--- src/rtl/alu_seq_pkg.sv ---
// rtl/alu_seq_pkg.sv - state encoding and counter width shared by the ALU operator sequencer
package alu_seq_pkg;

  typedef enum logic [1:0] {
    S_WAIT_A   = 2'd0,
    S_WAIT_B   = 2'd1,
    S_WAIT_OP  = 2'd2,
    S_SHOW_RES = 2'd3
  } seq_state_t;

  localparam int OPS_CNT_W = 8;

endpackage

--- src/rtl/btn_conditioner.sv ---
// rtl/btn_conditioner.sv - raw button to one-clock press: 2-FF sync, optional debounce, rising-edge detect
// Debounce stage present only when ALU_SEQ_DEBOUNCE_EN is defined.
module btn_conditioner #(
  parameter int unsigned DEBOUNCE_CYCLES = 500000
) (
  input  logic i_clk,
  input  logic i_rst,
  input  logic i_btn,
  output logic o_press
);

  if (DEBOUNCE_CYCLES < 1) begin : g_bad_cfg
    $error("btn_conditioner: DEBOUNCE_CYCLES must be at least 1");
  end

  logic [1:0] r_sync;
  logic [1:0] r_vld;
  logic       r_armed;
  logic       r_edge;
  logic       w_level;

  always_ff @(posedge i_clk or posedge i_rst) begin
    if (i_rst) begin
      r_sync <= 2'b00;
      r_vld  <= 2'b00;
    end else begin
      r_sync <= {r_sync[0], i_btn};
      r_vld  <= {r_vld[0], 1'b1};
    end
  end

`ifdef ALU_SEQ_DEBOUNCE_EN
  localparam int CNT_W = $clog2(DEBOUNCE_CYCLES + 1);

  logic [CNT_W-1:0] r_cnt;
  logic             r_db;

  // Level flips only after the synchronized input disagrees for DEBOUNCE_CYCLES straight clocks.
  always_ff @(posedge i_clk or posedge i_rst) begin
    if (i_rst) begin
      r_cnt <= '0;
      r_db  <= 1'b0;
    end else if (r_sync[1] == r_db) begin
      r_cnt <= '0;
    end else if (r_cnt == CNT_W'(DEBOUNCE_CYCLES - 1)) begin
      r_cnt <= '0;
      r_db  <= r_sync[1];
    end else begin
      r_cnt <= r_cnt + CNT_W'(1);
    end
  end

  assign w_level = r_db;
`else
  assign w_level = r_sync[1];
`endif

  // Arm only once a real low has propagated through the synchronizer, so a held button never fires.
  always_ff @(posedge i_clk or posedge i_rst) begin
    if (i_rst) begin
      r_armed <= 1'b0;
      r_edge  <= 1'b0;
    end else begin
      r_armed <= r_armed | (r_vld[1] & ~r_sync[1]);
      r_edge  <= w_level;
    end
  end

  assign o_press = w_level & ~r_edge & r_armed;

endmodule

--- src/rtl/alu_sequencer.sv ---
// rtl/alu_sequencer.sv - ENTER/UNDO driven A -> B -> opcode -> result sequencer feeding ALU_REG
// Optional button debounce selected by ALU_SEQ_DEBOUNCE_EN.
module alu_sequencer
  import alu_seq_pkg::*;
#(
  parameter int unsigned DATA_W          = 16,
  parameter int unsigned OP_W            = 2,
  parameter int unsigned DEBOUNCE_CYCLES = 500000
) (
  input  logic                 clock,
  input  logic                 reset,
  input  logic                 enter_btn,
  input  logic                 undo_btn,
  input  logic [DATA_W-1:0]    sw,
  output logic [DATA_W-1:0]    data_in,
  output logic                 load_A,
  output logic                 load_B,
  output logic                 load_Op,
  output logic                 updateRes,
  output logic [1:0]           stage,
  output logic [OPS_CNT_W-1:0] ops_done
);

  seq_state_t           r_state, w_state_nxt;
  logic [DATA_W-1:0]    r_data, w_data_nxt;
  logic                 r_ld_a, r_ld_b, r_ld_op;
  logic                 w_ld_a, w_ld_b, w_ld_op;
  logic [OPS_CNT_W-1:0] r_ops, w_ops_nxt;
  logic                 w_press_e, w_press_u;
  logic                 w_go_e, w_go_u;

  btn_conditioner #(.DEBOUNCE_CYCLES(DEBOUNCE_CYCLES)) u_enter (
    .i_clk   (clock),
    .i_rst   (reset),
    .i_btn   (enter_btn),
    .o_press (w_press_e)
  );

  btn_conditioner #(.DEBOUNCE_CYCLES(DEBOUNCE_CYCLES)) u_undo (
    .i_clk   (clock),
    .i_rst   (reset),
    .i_btn   (undo_btn),
    .o_press (w_press_u)
  );

  // Simultaneous presses are treated as ambiguous and dropped.
  assign w_go_e = w_press_e & ~w_press_u;
  assign w_go_u = w_press_u & ~w_press_e;

  always_comb begin
    w_state_nxt = r_state;
    w_data_nxt  = r_data;
    w_ld_a      = 1'b0;
    w_ld_b      = 1'b0;
    w_ld_op     = 1'b0;
    w_ops_nxt   = r_ops;
    case (r_state)
      S_WAIT_A: begin
        if (w_go_e) begin
          w_data_nxt  = sw;
          w_ld_a      = 1'b1;
          w_state_nxt = S_WAIT_B;
        end
      end
      S_WAIT_B: begin
        if (w_go_e) begin
          w_data_nxt  = sw;
          w_ld_b      = 1'b1;
          w_state_nxt = S_WAIT_OP;
        end else if (w_go_u) begin
          w_state_nxt = S_WAIT_A;
        end
      end
      S_WAIT_OP: begin
        if (w_go_e) begin
          w_data_nxt           = '0;
          w_data_nxt[OP_W-1:0] = sw[OP_W-1:0];
          w_ld_op              = 1'b1;
          w_ops_nxt            = r_ops + OPS_CNT_W'(1);
          w_state_nxt          = S_SHOW_RES;
        end else if (w_go_u) begin
          w_state_nxt = S_WAIT_B;
        end
      end
      S_SHOW_RES: begin
        if (w_go_e) begin
          w_state_nxt = S_WAIT_A;
        end else if (w_go_u) begin
          w_state_nxt = S_WAIT_OP;
        end
      end
    endcase
  end

  always_ff @(posedge clock or posedge reset) begin
    if (reset) begin
      r_state <= S_WAIT_A;
      r_data  <= '0;
      r_ld_a  <= 1'b0;
      r_ld_b  <= 1'b0;
      r_ld_op <= 1'b0;
      r_ops   <= '0;
    end else begin
      r_state <= w_state_nxt;
      r_data  <= w_data_nxt;
      r_ld_a  <= w_ld_a;
      r_ld_b  <= w_ld_b;
      r_ld_op <= w_ld_op;
      r_ops   <= w_ops_nxt;
    end
  end

  assign data_in   = r_data;
  assign load_A    = r_ld_a;
  assign load_B    = r_ld_b;
  assign load_Op   = r_ld_op;
  assign updateRes = (r_state == S_SHOW_RES);
  assign stage     = r_state;
  assign ops_done  = r_ops;

endmodule
--- config.mk ---
export PLATFORM = sky130hd
export DESIGN_NAME = alu_sequencer
export DESIGN_NICKNAME = d
export VERILOG_FILES = /design/src/rtl/alu_seq_pkg.sv /design/src/rtl/btn_conditioner.sv /design/src/rtl/alu_sequencer.sv
export SDC_FILE = /design/constraint.sdc
export NUM_CORES = 1
export LEC_CHECK = 0
export BUFFER_PORTS_ARGS = -buffer_cell sky130_fd_sc_hd__clkbuf_2
export CORE_ASPECT_RATIO = 1.2
export CORE_UTILIZATION = 36
export CTS_BUF_LIST = sky130_fd_sc_hd__clkbuf_4 sky130_fd_sc_hd__clkbuf_8
export DETAILED_ROUTE_END_ITERATION = 6
export PLACE_DENSITY = 0.56
export REMOVE_ABC_BUFFERS = 1
export SYNTH_ARGS = -nofsm -noshare
export SYNTH_HDL_FRONTEND = slang
export SYNTH_SLANG_ARGS = --single-unit
--- constraint.sdc ---
create_clock -name clock -period 4 [get_ports clock]
set_input_delay 0.4 -clock clock [delete_from_list [all_inputs] [get_ports clock]]
set_output_delay 0.4 -clock clock [all_outputs]
set_load 0.01 [all_outputs]
==> summary by stage, run 1 <==
Outcome
The run finished with clean final reports.

Cells and area
The fraction of layout instances using a drive strength above 1 is 0.390. After filler insertion, the fill cell instance count of the layout stands at a little over 400. In the final design database the tool counted 186 nets.

The area growth from synthesis to final layout is 23.4%. In the layout the commonest cells are 49 x sky130_fd_sc_hd__clkbuf_2, 39 x sky130_fd_sc_hd__dfrtp_1, 14 x sky130_fd_sc_hd__a22o_1. The most common library cell in the layout ignoring fill and taps is sky130_fd_sc_hd__clkbuf_2. The antenna diode count is 0.

Clocking
Clock-pin slew was measured on the worst setup and hold paths at roughly 70 ps. Buffers inserted during clock tree synthesis total 5. The number of setup buffers added after CTS is 0. The TritonCTS clock tree is done. The maximum buffer depth of the clock tree is 2. The sink count of the clock tree is 39. Hold repair after CTS inserted 0 buffers.

The clock tree synthesis step divided the H-tree into 2 levels. The latest clock arrival within the worst-skew pair is around 280 ps. The number of gates resized after CTS was 0. Clock tree synthesis selected as its root buffer the cell sky130_fd_sc_hd__clkbuf_8.

Setup path
The critical path is of the reg2reg type. For the worst flop-to-flop path, the logic depth is 6. For flop-to-flop paths, the worst setup slack is 2070 ps. The startpoint identified for the worst register-to-register timing path is u_enter.r_sync[1]$_DFF_PP0_. The kind of start point of the critical path is a flip-flop. The endpoint identified for the worst register-to-register timing path is data_in[10]$_DFFE_PP0P_. The data arrival time of the critical path is 2150 ps. Data on the critical path is required at its endpoint by between 4000 and 5000 ps. The critical path endpoint category is a flip-flop.

The capture point of the worst path is data_in[10]$_DFFE_PP0P_. The launch point of the critical path is u_enter.r_sync[1]$_DFF_PP0_. The peak fanout along the critical path is 15.

STA
The total count of max-transition violations in the final report was 0. The final-report setup violation count is 0. Setup total negative slack on the finished layout was measured at 0 ps. Setup repair after global routing left no endpoint under its margin. For the finished layout, the period the worst path requires is 1930 ps. Of the available clock period, the critical path in the final layout requires 0.482. The number of endpoints with negative hold slack in the final report came to 0. The final worst clock skew is between 2 and 3 ps.

The fmax is 519 MHz.

Die
The I/O pin count is 50. After floorplanning, the core was divided into 25 placement rows. The vertical die dimension is 73.3 µm. The initial standard-cell utilization of the core is 0.381. The width of the die is 61.4 µm. The die footprint is 0.00451 mm². The placeable core area is 0.00400 mm².

Detailed routing
The detailed router used layers up to and including met4. The number of remaining DRC errors is 0. The vias per cell is 4.58. The total met3 wirelength after detailed routing is 220 µm.

In the final routed layout, each cell accounts on average for 12.3 µm. Summed over all layers, the routed wires come to 2680 µm. The first detailed-routing pass took 4 iterations. The detailed router put a total of 1180 µm of wire on met1. For this block, the via count after detailed routing is 999.

The starting DRC count in detailed routing is 23. In this run the remaining antenna-violating nets after routing total 0. The routed design uses around 1300 µm of met2 wire.

Synthesis
Averaged over all synthesized cells, the footprint is 13.6 µm². The post-synthesis instance total is 112. Yosys printed 0 warnings. The mapped netlist covers roughly 0.0015 mm². Counting flops and latches in the post-synthesis netlist gives 39. For this run, the register share of the synthesized area comes to 0.639. The post-synthesis cell type count is 30.

Placement
The HPWL reported at the end of detailed placement is 1870 µm. The global placement routability congestion is 0.739. The count of buffers added on input and output ports is slightly below 50.

GRT
The remaining global-route overflow is 0. The global-route wire length before repair is about 4400 µm. The maximum number of pins on one net before global-route repair is 40.

The number of global-route vias before repair is 983. In the global route stage, overall resource usage came out at 0.135. The number of antenna violations at the first check in global routing is 0.

Worst hold path
The path class of the tightest hold or removal check is in2async.

Job
The max-cap violation count is 0.

Power and ir drop
After layout, the design draws a total of around 0.001 W. IR analysis of the VDD net gives a maximum drop of 0.250 mV. Dividing total power by cell area gives a power density of 528 mW/mm². The analysis attributes to cell leakage a power of 1.04 nW.
sequential cells by signal, indices dropped and copies added, names as in the netlist, 2 cells and up:
name            cells
u_undo.r_sync       2
ops_done            8
data_in            16
u_enter.r_sync      2
stage               2
worst max-delay path, cell delays in order, from the launching register on:
cell	delay (ps)
sky130_fd_sc_hd__dfrtp_1	360
sky130_fd_sc_hd__nand2_1	50
sky130_fd_sc_hd__or2_2	280
sky130_fd_sc_hd__inv_1	60
sky130_fd_sc_hd__ha_1	390
sky130_fd_sc_hd__and2b_1	510
sky130_fd_sc_hd__a22o_1	210
layer usage:
| metal | GRT usage | vias up |
|---|---|---|
| li1 | - | 479 |
| met5 | 0 | - |
| met1 | 0.173 | 473 |
| met3 | 0.0528 | 4 |
| met4 | 0.0444 | 0 |
| met2 | 0.210 | 43 |
logic make-up (layout without fill, tap and decap cells):
kind of cell / Yosys count / count (layout) / synth area share
AND/OR/NAND/NOR: 26 / 26 / 0.111
other: 1 / 1 / 0.00246
AO/OA/AOI/OAI: 20 / 20 / 0.105
adder cells (fa/ha/maj): 3 / 3 / 0.0246
buffers and inverters: 12 / 64 / 0.0484
flip-flops: 39 / 39 / 0.639
XOR/XNOR: 7 / 7 / 0.0402
multiplexers: 4 / 4 / 0.0287
worst min path at each step:
stage,cells past startpoint,slack [ps],end,from
6_report,3,200,u_enter.r_armed$_DFF_PP0_,reset
3_3_place_gp,0,330,u_enter.r_vld[1]$_DFF_PP0_,u_undo.r_vld[0]$_DFF_PP0_
4_1_cts,1,210,u_enter.r_sync[0]$_DFF_PP0_,enter_btn
5_1_grt,1,210,u_enter.r_sync[0]$_DFF_PP0_,enter_btn
3_5_place_dp,0,340,u_enter.r_vld[1]$_DFF_PP0_,u_undo.r_vld[0]$_DFF_PP0_
2_1_floorplan,0,330,u_enter.r_sync[1]$_DFF_PP0_,u_enter.r_sync[0]$_DFF_PP0_
where the power goes:
part / switching, W / internal [W]
sequential: 0.0000590 / 0.000460
clock: 0.000127 / 0.000136
combinational: 0.000101 / 0.000113
layout make-up:
class	instances	area [µm²]	share of cell area
Multi-Input combinational cell	61	477	0.253
Sequential cell	39	976	0.518
Timing Repair Buffer	50	253	0.134
Inverter	6	22.5	0.0120
Clock buffer	7	83.8	0.0445
Tap cell	54	67.6	0.0359
Clock inverter	1	5.00	0.00266
through the flow:
stage / setup WS (ps) / utilization / cells / area, µm² / hold WS, ps
finish: 2070 / 0.471 / 218 / 1880 / 197
global placement: 2170 / 0.448 / 210 / 1800 / 334
floorplan: 2310 / - / 106 / 1480 / 331
global route: 1890 / 0.471 / 218 / 1880 / 205
detailed placement: 2080 / 0.448 / 210 / 1800 / 336
CTS: 2050 / 0.471 / 218 / 1880 / 213
cell usage after synthesis:
cell | n | area [µm²]
sky130_fd_sc_hd__and3_1 | 1 | 6.26
sky130_fd_sc_hd__nand4_1 | 1 | 6.26
sky130_fd_sc_hd__xnor2_1 | 3 | 26.3
sky130_fd_sc_hd__or2_2 | 2 | 12.5
sky130_fd_sc_hd__nor3b_1 | 2 | 15.0
sky130_fd_sc_hd__a21o_1 | 3 | 22.5
sky130_fd_sc_hd__and2_1 | 1 | 6.26
sky130_fd_sc_hd__buf_4 | 1 | 7.51
sky130_fd_sc_hd__mux2_2 | 1 | 11.3
sky130_fd_sc_hd__a22o_1 | 14 | 123
sky130_fd_sc_hd__xor2_1 | 4 | 35.0
sky130_fd_sc_hd__and2_4 | 1 | 8.76
sky130_fd_sc_hd__nand2b_1 | 2 | 12.5
sky130_fd_sc_hd__nand3b_4 | 1 | 20.0
sky130_fd_sc_hd__mux2_1 | 2 | 22.5
sky130_fd_sc_hd__dfrtp_1 | 39 | 976
sky130_fd_sc_hd__nand2b_4 | 1 | 13.8
sky130_fd_sc_hd__o21ai_0 | 3 | 15.0
sky130_fd_sc_hd__nand2_1 | 3 | 11.3
sky130_fd_sc_hd__nor3_1 | 2 | 10.0
sky130_fd_sc_hd__buf_6 | 3 | 33.8
sky130_fd_sc_hd__conb_1 | 1 | 3.75
sky130_fd_sc_hd__nor2_1 | 4 | 15.0
sky130_fd_sc_hd__and2b_1 | 1 | 7.51
sky130_fd_sc_hd__buf_2 | 2 | 10.0
sky130_fd_sc_hd__nand3_1 | 3 | 15.0
sky130_fd_sc_hd__inv_1 | 6 | 22.5
sky130_fd_sc_hd__ha_1 | 3 | 37.5
sky130_fd_sc_hd__and4b_1 | 1 | 10.0
sky130_fd_sc_hd__mux2i_1 | 1 | 10.0
Power figures use the tool's default switching activity.
==> run 2: changes to the inputs <==
- PLACE_DENSITY: 0.56 -> 0.58
- clock period: 4 -> 1.7 ns (I/O delays scaled with it)
==> summary by stage, run 2 (same netlist as run 1, synthesis figures left out) <==
Die
The die footprint is around 0.0045 mm². The width of the die is 61.4 µm. The initial standard-cell utilization of the core is 0.381. The placeable core area is ~0.004 mm². For this design the top-level I/O count stands at 50. The standard-cell row count is 25. In this run the vertical extent of the chip is 73.3 µm.

Power and ir drop
The analysis attributes to cell leakage a power of 1.09 nW. The peak supply drop is between 0.5 and 0.6 mV. Dividing total power by cell area gives a power density of 1200 mW/mm².

Cells and area
Relative to the synthesized area, the layout overhead comes to 30.2%. In the layout the commonest cells are 49 x sky130_fd_sc_hd__clkbuf_2, 39 x sky130_fd_sc_hd__dfrtp_1, 14 x sky130_fd_sc_hd__a22o_1. The library cell used most frequently in the layout, excluding fill and tap cells, is sky130_fd_sc_hd__clkbuf_2. The number of non-filler instances in the completed layout is ~230. After routing the design area is 0.00199 mm². The flip-flop count of the largest register, all copies and words added is 16. 0 antenna diodes ended up in the layout. For this run, the post-layout net count is 194. In the final layout, the share of cells above drive strength 1 is 0.430.

Worst hold path
The tightest min-delay check is of the in2reg type. The hold path endpoint is data_in[6]$_DFFE_PP0P_. The worst hold path passes through 2 cells. The worst hold path begins at sw[6].

Detailed routing
The final route contains 1042 vias. Before antenna repair, the detailed router went through 4 iterations. In the routed design, unresolved DRC markers number 0.

In the routed layout, each cell is associated on average with a via count of 4.61. The count of nets left with antenna violations once routing finished came out at 0. After detailed routing, the total wire length is roughly 2700 µm. In the final routed layout, each cell accounts on average for ~12 µm.

In this run, the number of DRC markers left after iteration 0 of detailed routing was 27.

Placement
The area of placed instances is 0.00183 mm². Counting tap cells, the placed design contains a total of around 210 instances. The global placement routability congestion is around 0.77. Port buffering added 49 buffers.

The HPWL after detailed placement is 1900 µm.

Clocking
The root buffer cell chosen for the clock tree is sky130_fd_sc_hd__clkbuf_8. For this design, the sink count on the clock tree is 39. The number of CTS-inserted buffers is 5. The TritonCTS clock tree is done. The latest clock arrival within the worst-skew pair is between 200 and 300 ps. The maximum level of the CTS H-tree is 2. The clock passes through at most 2 buffers. The clock transition time at the flip-flop clock pins of the worst setup and hold paths is 70 ps.

GRT
The maximum number of pins on one net before global-route repair is 40. The first global-routing pass estimated ~4500 µm of wire. The overall global routing resource usage is 0.138. The number of global-route vias before repair was 1004. The number of antenna violations at the first check in global routing is 0. The remaining global-route overflow is 0.

Setup path
The slowest stage of the critical path belongs to the cell sky130_fd_sc_hd__dfrtp_1. Across all register-to-register paths, the minimum setup slack is 100 ps. Traced cell by cell, the critical path runs through nand2_1, or2_2, inv_1, ha_4, and4b_1, nand3_1, xnor2_1.

Counting both buffers and inverters, the worst setup path holds a total of 1. For this run, the slowest stage of the critical path takes roughly 370 ps. For the worst setup path, the data required time is 1870 ps.

The peak fanout along the critical path is 5. The length in cells of the worst reg-to-reg path is 7. STA puts the critical path data arrival time at 1770 ps. The category of the most critical setup path is reg2reg. The kind of start point of the critical path is a flip-flop. STA classifies the critical path endpoint as a flip-flop. The cell family with the largest share of critical-path delay is simple AND/OR/NAND/NOR gates. The launch point of the worst reg-to-reg path is u_enter.r_sync[1]$_DFF_PP0_. The endpoint of the worst register-to-register path is ops_done[4]$_DFFE_PP0P_.

STA
The fmax is 625 MHz. The number of endpoints with negative hold slack in the final report came to 0. Setup repair after global routing left no endpoint under its margin. For the final database, setup skew stands at 2.35 ps. The smallest clock period supported by the final layout is computed as around 1600 ps. The total count of max-transition violations in the final report came to 0. The final-report setup violation count is 0. The part of the cycle the worst path needs is 0.941.

Outcome
The run finished with clean final reports.

Job
The max-cap violation count is 0.
run 2: report_power, final:
group,total (W),switching [W],internal [W]
clock network,0.000619,0.000300,0.000320
registers,0.00118,0.0000990,0.00108
logic,0.000583,0.000285,0.000298
run 2: how the worst max path moves through the flow:
stage	start	end	slack, ps	cells past startpoint
5_1_grt	u_enter.r_sync[1]$_DFF_PP0_	ops_done[4]$_DFFE_PP0P_	4	7
3_3_place_gp	u_enter.r_sync[1]$_DFF_PP0_	data_in[14]$_DFFE_PP0P_	-60	6
3_5_place_dp	u_enter.r_sync[1]$_DFF_PP0_	data_in[14]$_DFFE_PP0P_	-120	6
4_1_cts	u_enter.r_sync[1]$_DFF_PP0_	ops_done[6]$_DFFE_PP0P_	20	7
6_report	u_enter.r_sync[1]$_DFF_PP0_	ops_done[4]$_DFFE_PP0P_	100	7
2_1_floorplan	u_enter.r_sync[1]$_DFF_PP0_	ops_done[4]$_DFFE_PP0P_	9	7
run 2: through the flow:
step	setup WS [ps]	TNS, ps	power, W	utilization	hold WS, ps
2_1_floorplan	9.43	0	0.00151	-	201
6_report	101	0	0.00238	0.496	96.3
4_1_cts	23.6	0	0.00242	0.487	91.8
3_3_place_gp	-57.3	-757	0.00176	0.456	279
5_1_grt	3.81	0	0.00253	0.496	88.9
3_5_place_dp	-120	-1700	0.00178	0.456	280
run 2: routing by layer:
metal	vias to the layer above	global-route usage	wire length, µm
li1	493	-	-
met2	43	0.216	1300
met4	0	0.0444	30
met5	-	0	0
met1	503	0.175	1180
met3	3	0.0546	202
run 2: area by class of cell:
cell class / count / area (µm²)
clock buffer: 7 / 83.8
clock inverter: 1 / 5.00
fill: 406 / 2020
inverter: 6 / 22.5
multi-input combinational: 61 / 512
sequential: 39 / 976
tap: 54 / 67.6
timing repair buffer: 58 / 320
run 2: repair_timing:
| action | in CTS | in global routing |
|---|---|---|
| hold endpoints to repair | 41 | 0 |
| setup endpoints to repair | 22 | 23 |
| cloned | 0 | 0 |
| hold buffers | 3 | 0 |
| setup buffers | 0 | 1 |
| resized for setup | 2 | 5 |
| pin swaps | 0 | 2 |
==> run 3: changes to the inputs <==
- CORE_ASPECT_RATIO: 1.2 -> 2
- SYNTH_HIERARCHICAL: default -> 1
==> summary by stage, run 3 <==
STA
The part of the cycle the worst path needs is 0.940. The final-report setup violation count is 0. The total count of max-transition violations in the final report is 0. Across the routed clock network, the largest skew measured is 9.70 ps. Setup repair after global routing left no endpoint under its margin. The fmax is 626 MHz. The shortest clock period the worst path allows after layout is 1600 ps. The number of endpoints with negative hold slack in the final report is 0.

Die
After floorplanning, the core was sized to cover between 0.004 and 0.005 mm². For this configuration, the core starts out at a cell density of 0.371. 50 I/O pins were placed.

From left edge to right edge, the die measures 49.3 µm. The die footprint is 0.00476 mm². The vertical die dimension is 96.6 µm. The initialized floorplan defines 34 standard-cell rows.

Cells and area
Compared with the post-synthesis result, the final layout area differs by 29.6%. The register with the most flip-flops in the layout has 16 of them. Once layout is complete, the utilization of the core stands at 0.481. The most common library cell in the layout ignoring fill and taps is sky130_fd_sc_hd__clkbuf_2. The fraction of layout instances using a drive strength above 1 is 0.422. Leaving out filler cells and counting taps, the final layout contains 227. The antenna diode count is 0.

The total number of nets in the final design is 196. In the layout the commonest cells are 49 x sky130_fd_sc_hd__clkbuf_2, 41 x sky130_fd_sc_hd__dfrtp_1, 14 x sky130_fd_sc_hd__a22o_1.

GRT
After global routing the overflow that remains totals 0. The number of antenna violations at the first check in global routing is 0. The first global-routing pass estimated 5030 µm of wire. The overall global routing resource usage is 0.143.

The number of global-route vias before repair is around 1100. The maximum number of pins on one net before global-route repair is 30.

Synthesis
The share of flip-flops with an asynchronous set or reset after synthesis is 1.00. A synthesized cell averages ~14 µm². The post-synthesis cell type count is 31. sky130_fd_sc_hd__dfrtp_1 takes more of the synthesized area than any other cell.

Synthesis handed over a netlist of 113 instances. Sorting the synthesized cells by area gives the leading types as sky130_fd_sc_hd__dfrtp_1 64%, sky130_fd_sc_hd__a22o_1 7.6%, sky130_fd_sc_hd__ha_1 3.1%, sky130_fd_sc_hd__xor2_1 2.2%, sky130_fd_sc_hd__inv_1 1.9%. The most used flip-flop cell after synthesis is sky130_fd_sc_hd__dfrtp_1.

The Yosys warning count is 6. The fraction of the yosys area taken by sequential cells is 0.637. In the post-synthesis netlist, the cell with the most instances is sky130_fd_sc_hd__dfrtp_1. The cell area that synthesis handed to floorplanning was 0.00161 mm². The commonest cells after synthesis are 41 x sky130_fd_sc_hd__dfrtp_1, 14 x sky130_fd_sc_hd__a22o_1, 8 x sky130_fd_sc_hd__inv_1. The flip-flop and latch count after synthesis is 41.

The share of synthesized area in the top cell type comes to 0.637. The number of flops mapped to enable cells by yosys is 0.

Power and ir drop
The internal power is 0.00196 W. The net switching power of the design is approximately 0.00072 W. The peak supply drop is 0.832 mV. Of the total power, the share spent switching nets is 0.270. Of the total power, the clock network draws 0.299.

The total power divided by cell area is 1280 mW/mm². The leakage power of the design is about 1.1 nW. The share of total power dissipated in sequential elements is 0.473. The combinational cell fraction of total power is 0.228.

Setup path
The critical path endpoint category is a flip-flop. Along the worst path, the maximum fanout reaches 14. The kind of start point of the critical path is a flip-flop. At the worst endpoint, the arrival time is 1770 ps. Data on the critical path is required at its endpoint by 1870 ps. The category of the most critical setup path is reg2reg.

Detailed routing
The number of search-and-repair iterations in the first detailed-routing pass is 3. In this run, the number of DRC markers left after iteration 0 of detailed routing was 15. The number of remaining DRC errors is 0.

The routed length per placed instance is 13.2 µm. The number of routed nets with antenna violations is 0. Across all layers, the routed design uses 1071 vias.

The vias per cell is 4.72. The final layout contains routed wiring with a total length of 2990 µm.

Clocking
The buffer cell driving the clock tree root is sky130_fd_sc_hd__clkbuf_8. CTS saw 41 sinks. Clock-pin slew was measured on the worst setup and hold paths at 80 ps. The maximum buffer depth of the clock tree is 2. CTS built an H-tree with a depth of 2.

Clock latency on the worst-skew pair, taken at its later pin, is 290 ps. The number of CTS-inserted buffers is 5. The TritonCTS clock tree is done.

Job
Max-cap violations in this run came to 0.

Placement
In this run the tool buffered the top-level ports with 49 buffer cells. The HPWL reported at the end of detailed placement is 2220 µm. Routability-driven placement finished with a final weighted congestion of 0.785.

The number of placed cells counting well taps is 215.

Outcome
The run finished with clean final reports.

Worst hold path
The class of the tightest hold or removal check is in2reg.
run 3: changes by cell type after synthesis, sizes merged, moves of 2 or more:
cell,change
nand2b,-2
buf,-2
dfrtp,+2
inv,+2
nor3b,+2
or2,-2
nor2,-2
run 3: final timing paths:
check | start | end | slack [ps] | depth (start not counted)
hold reg to reg | u_enter/r_vld[0]$_DFF_PP0_ | u_enter/r_vld[1]$_DFF_PP0_ | 350 | 0
max in group asynchronous | reset | data_in[3]$_DFFE_PP0P_ | 940 | 4
hold / removal | sw[12] | data_in[12]$_DFFE_PP0P_ | 100 | 2
min in group asynchronous | reset | u_enter/r_armed$_DFF_PP0_ | 330 | 3
setup reg to reg | u_undo/r_sync[1]$_DFF_PP0_ | data_in[11]$_DFFE_PP0P_ | 100 | 7
setup / recovery | u_undo/r_sync[1]$_DFF_PP0_ | data_in[11]$_DFFE_PP0P_ | 100 | 7
run 3: metrics by stage:
step | setup WS [ps] | total power, W | cell area [µm²] | TNS [ps] | hold slack (ps)
2_1_floorplan | 147 | 0.00161 | 1560 | 0 | -39.0
3_3_place_gp | -3.68 | 0.00188 | 1910 | -21.1 | 90.3
3_5_place_dp | -27.3 | 0.00189 | 1910 | -256 | 97.1
4_1_cts | 21.1 | 0.00272 | 2060 | 0 | 91.4
5_1_grt | 2.22 | 0.00284 | 2090 | 0 | 80.8
6_report | 102 | 0.00268 | 2090 | 0 | 101
run 3: per-layer routing:
layer	GRT usage	share of wire	wire (µm)
met3	0.0550	0.053	160
met4	0.0905	0.031	94
met5	0	0	0
met1	0.133	0.39	1150
met2	0.250	0.53	1580
run 3: power groups by stage:
| stage | combinational, W | clock [W] | sequential (W) |
|---|---|---|---|
| 5_1_grt | 0.000666 | 0.000874 | 0.00130 |
| 3_5_place_dp | 0.000604 | 0 | 0.00129 |
| 4_1_cts | 0.000616 | 0.000831 | 0.00127 |
| 3_3_place_gp | 0.000594 | 0 | 0.00128 |
| 2_1_floorplan | 0.000247 | 0 | 0.00136 |
| 6_report | 0.000610 | 0.000801 | 0.00127 |
run 3: area by class of cell:
type / count / area, µm²
fillers: 420 / 2250
multi-input cells: 60 / 527
well taps: 54 / 67.6
clock buffers: 7 / 90.1
flip-flops and latches: 41 / 1030
clock inverters: 1 / 30.0
inverters: 8 / 30.0
repair buffers: 56 / 318
run 3: logic make-up (layout without fill, tap and decap cells):
family | count (synthesis) | count (layout) | share of synthesized area
buffers and inverters | 12 | 72 | 0.0481
and+or+nand+nor | 22 | 22 | 0.106
adders and majority gates | 4 | 4 | 0.0311
other | 2 | 2 | 0.00466
muxes | 5 | 5 | 0.0380
AOI/OAI and AO/OA | 20 | 20 | 0.0978
DFF | 41 | 41 | 0.637
xor gates and xnor gates | 7 | 7 | 0.0380
run 3: timing repair:
item	CTS	global route
setup endpoints to repair	14	18
hold buffers	3	0
pin swaps	0	3
gates resized for setup	1	3
endpoints found under the hold margin	43	0
setup buffers	0	1
run 3: worst max-delay path: stages (launching register included):
cell and delay [ps]:
sky130_fd_sc_hd__dfrtp_1 340, sky130_fd_sc_hd__inv_1 60, sky130_fd_sc_hd__nor3b_2 230, sky130_fd_sc_hd__inv_2 90, sky130_fd_sc_hd__ha_4 190, sky130_fd_sc_hd__and2b_1 180
sky130_fd_sc_hd__buf_12 150, sky130_fd_sc_hd__a22o_1 240
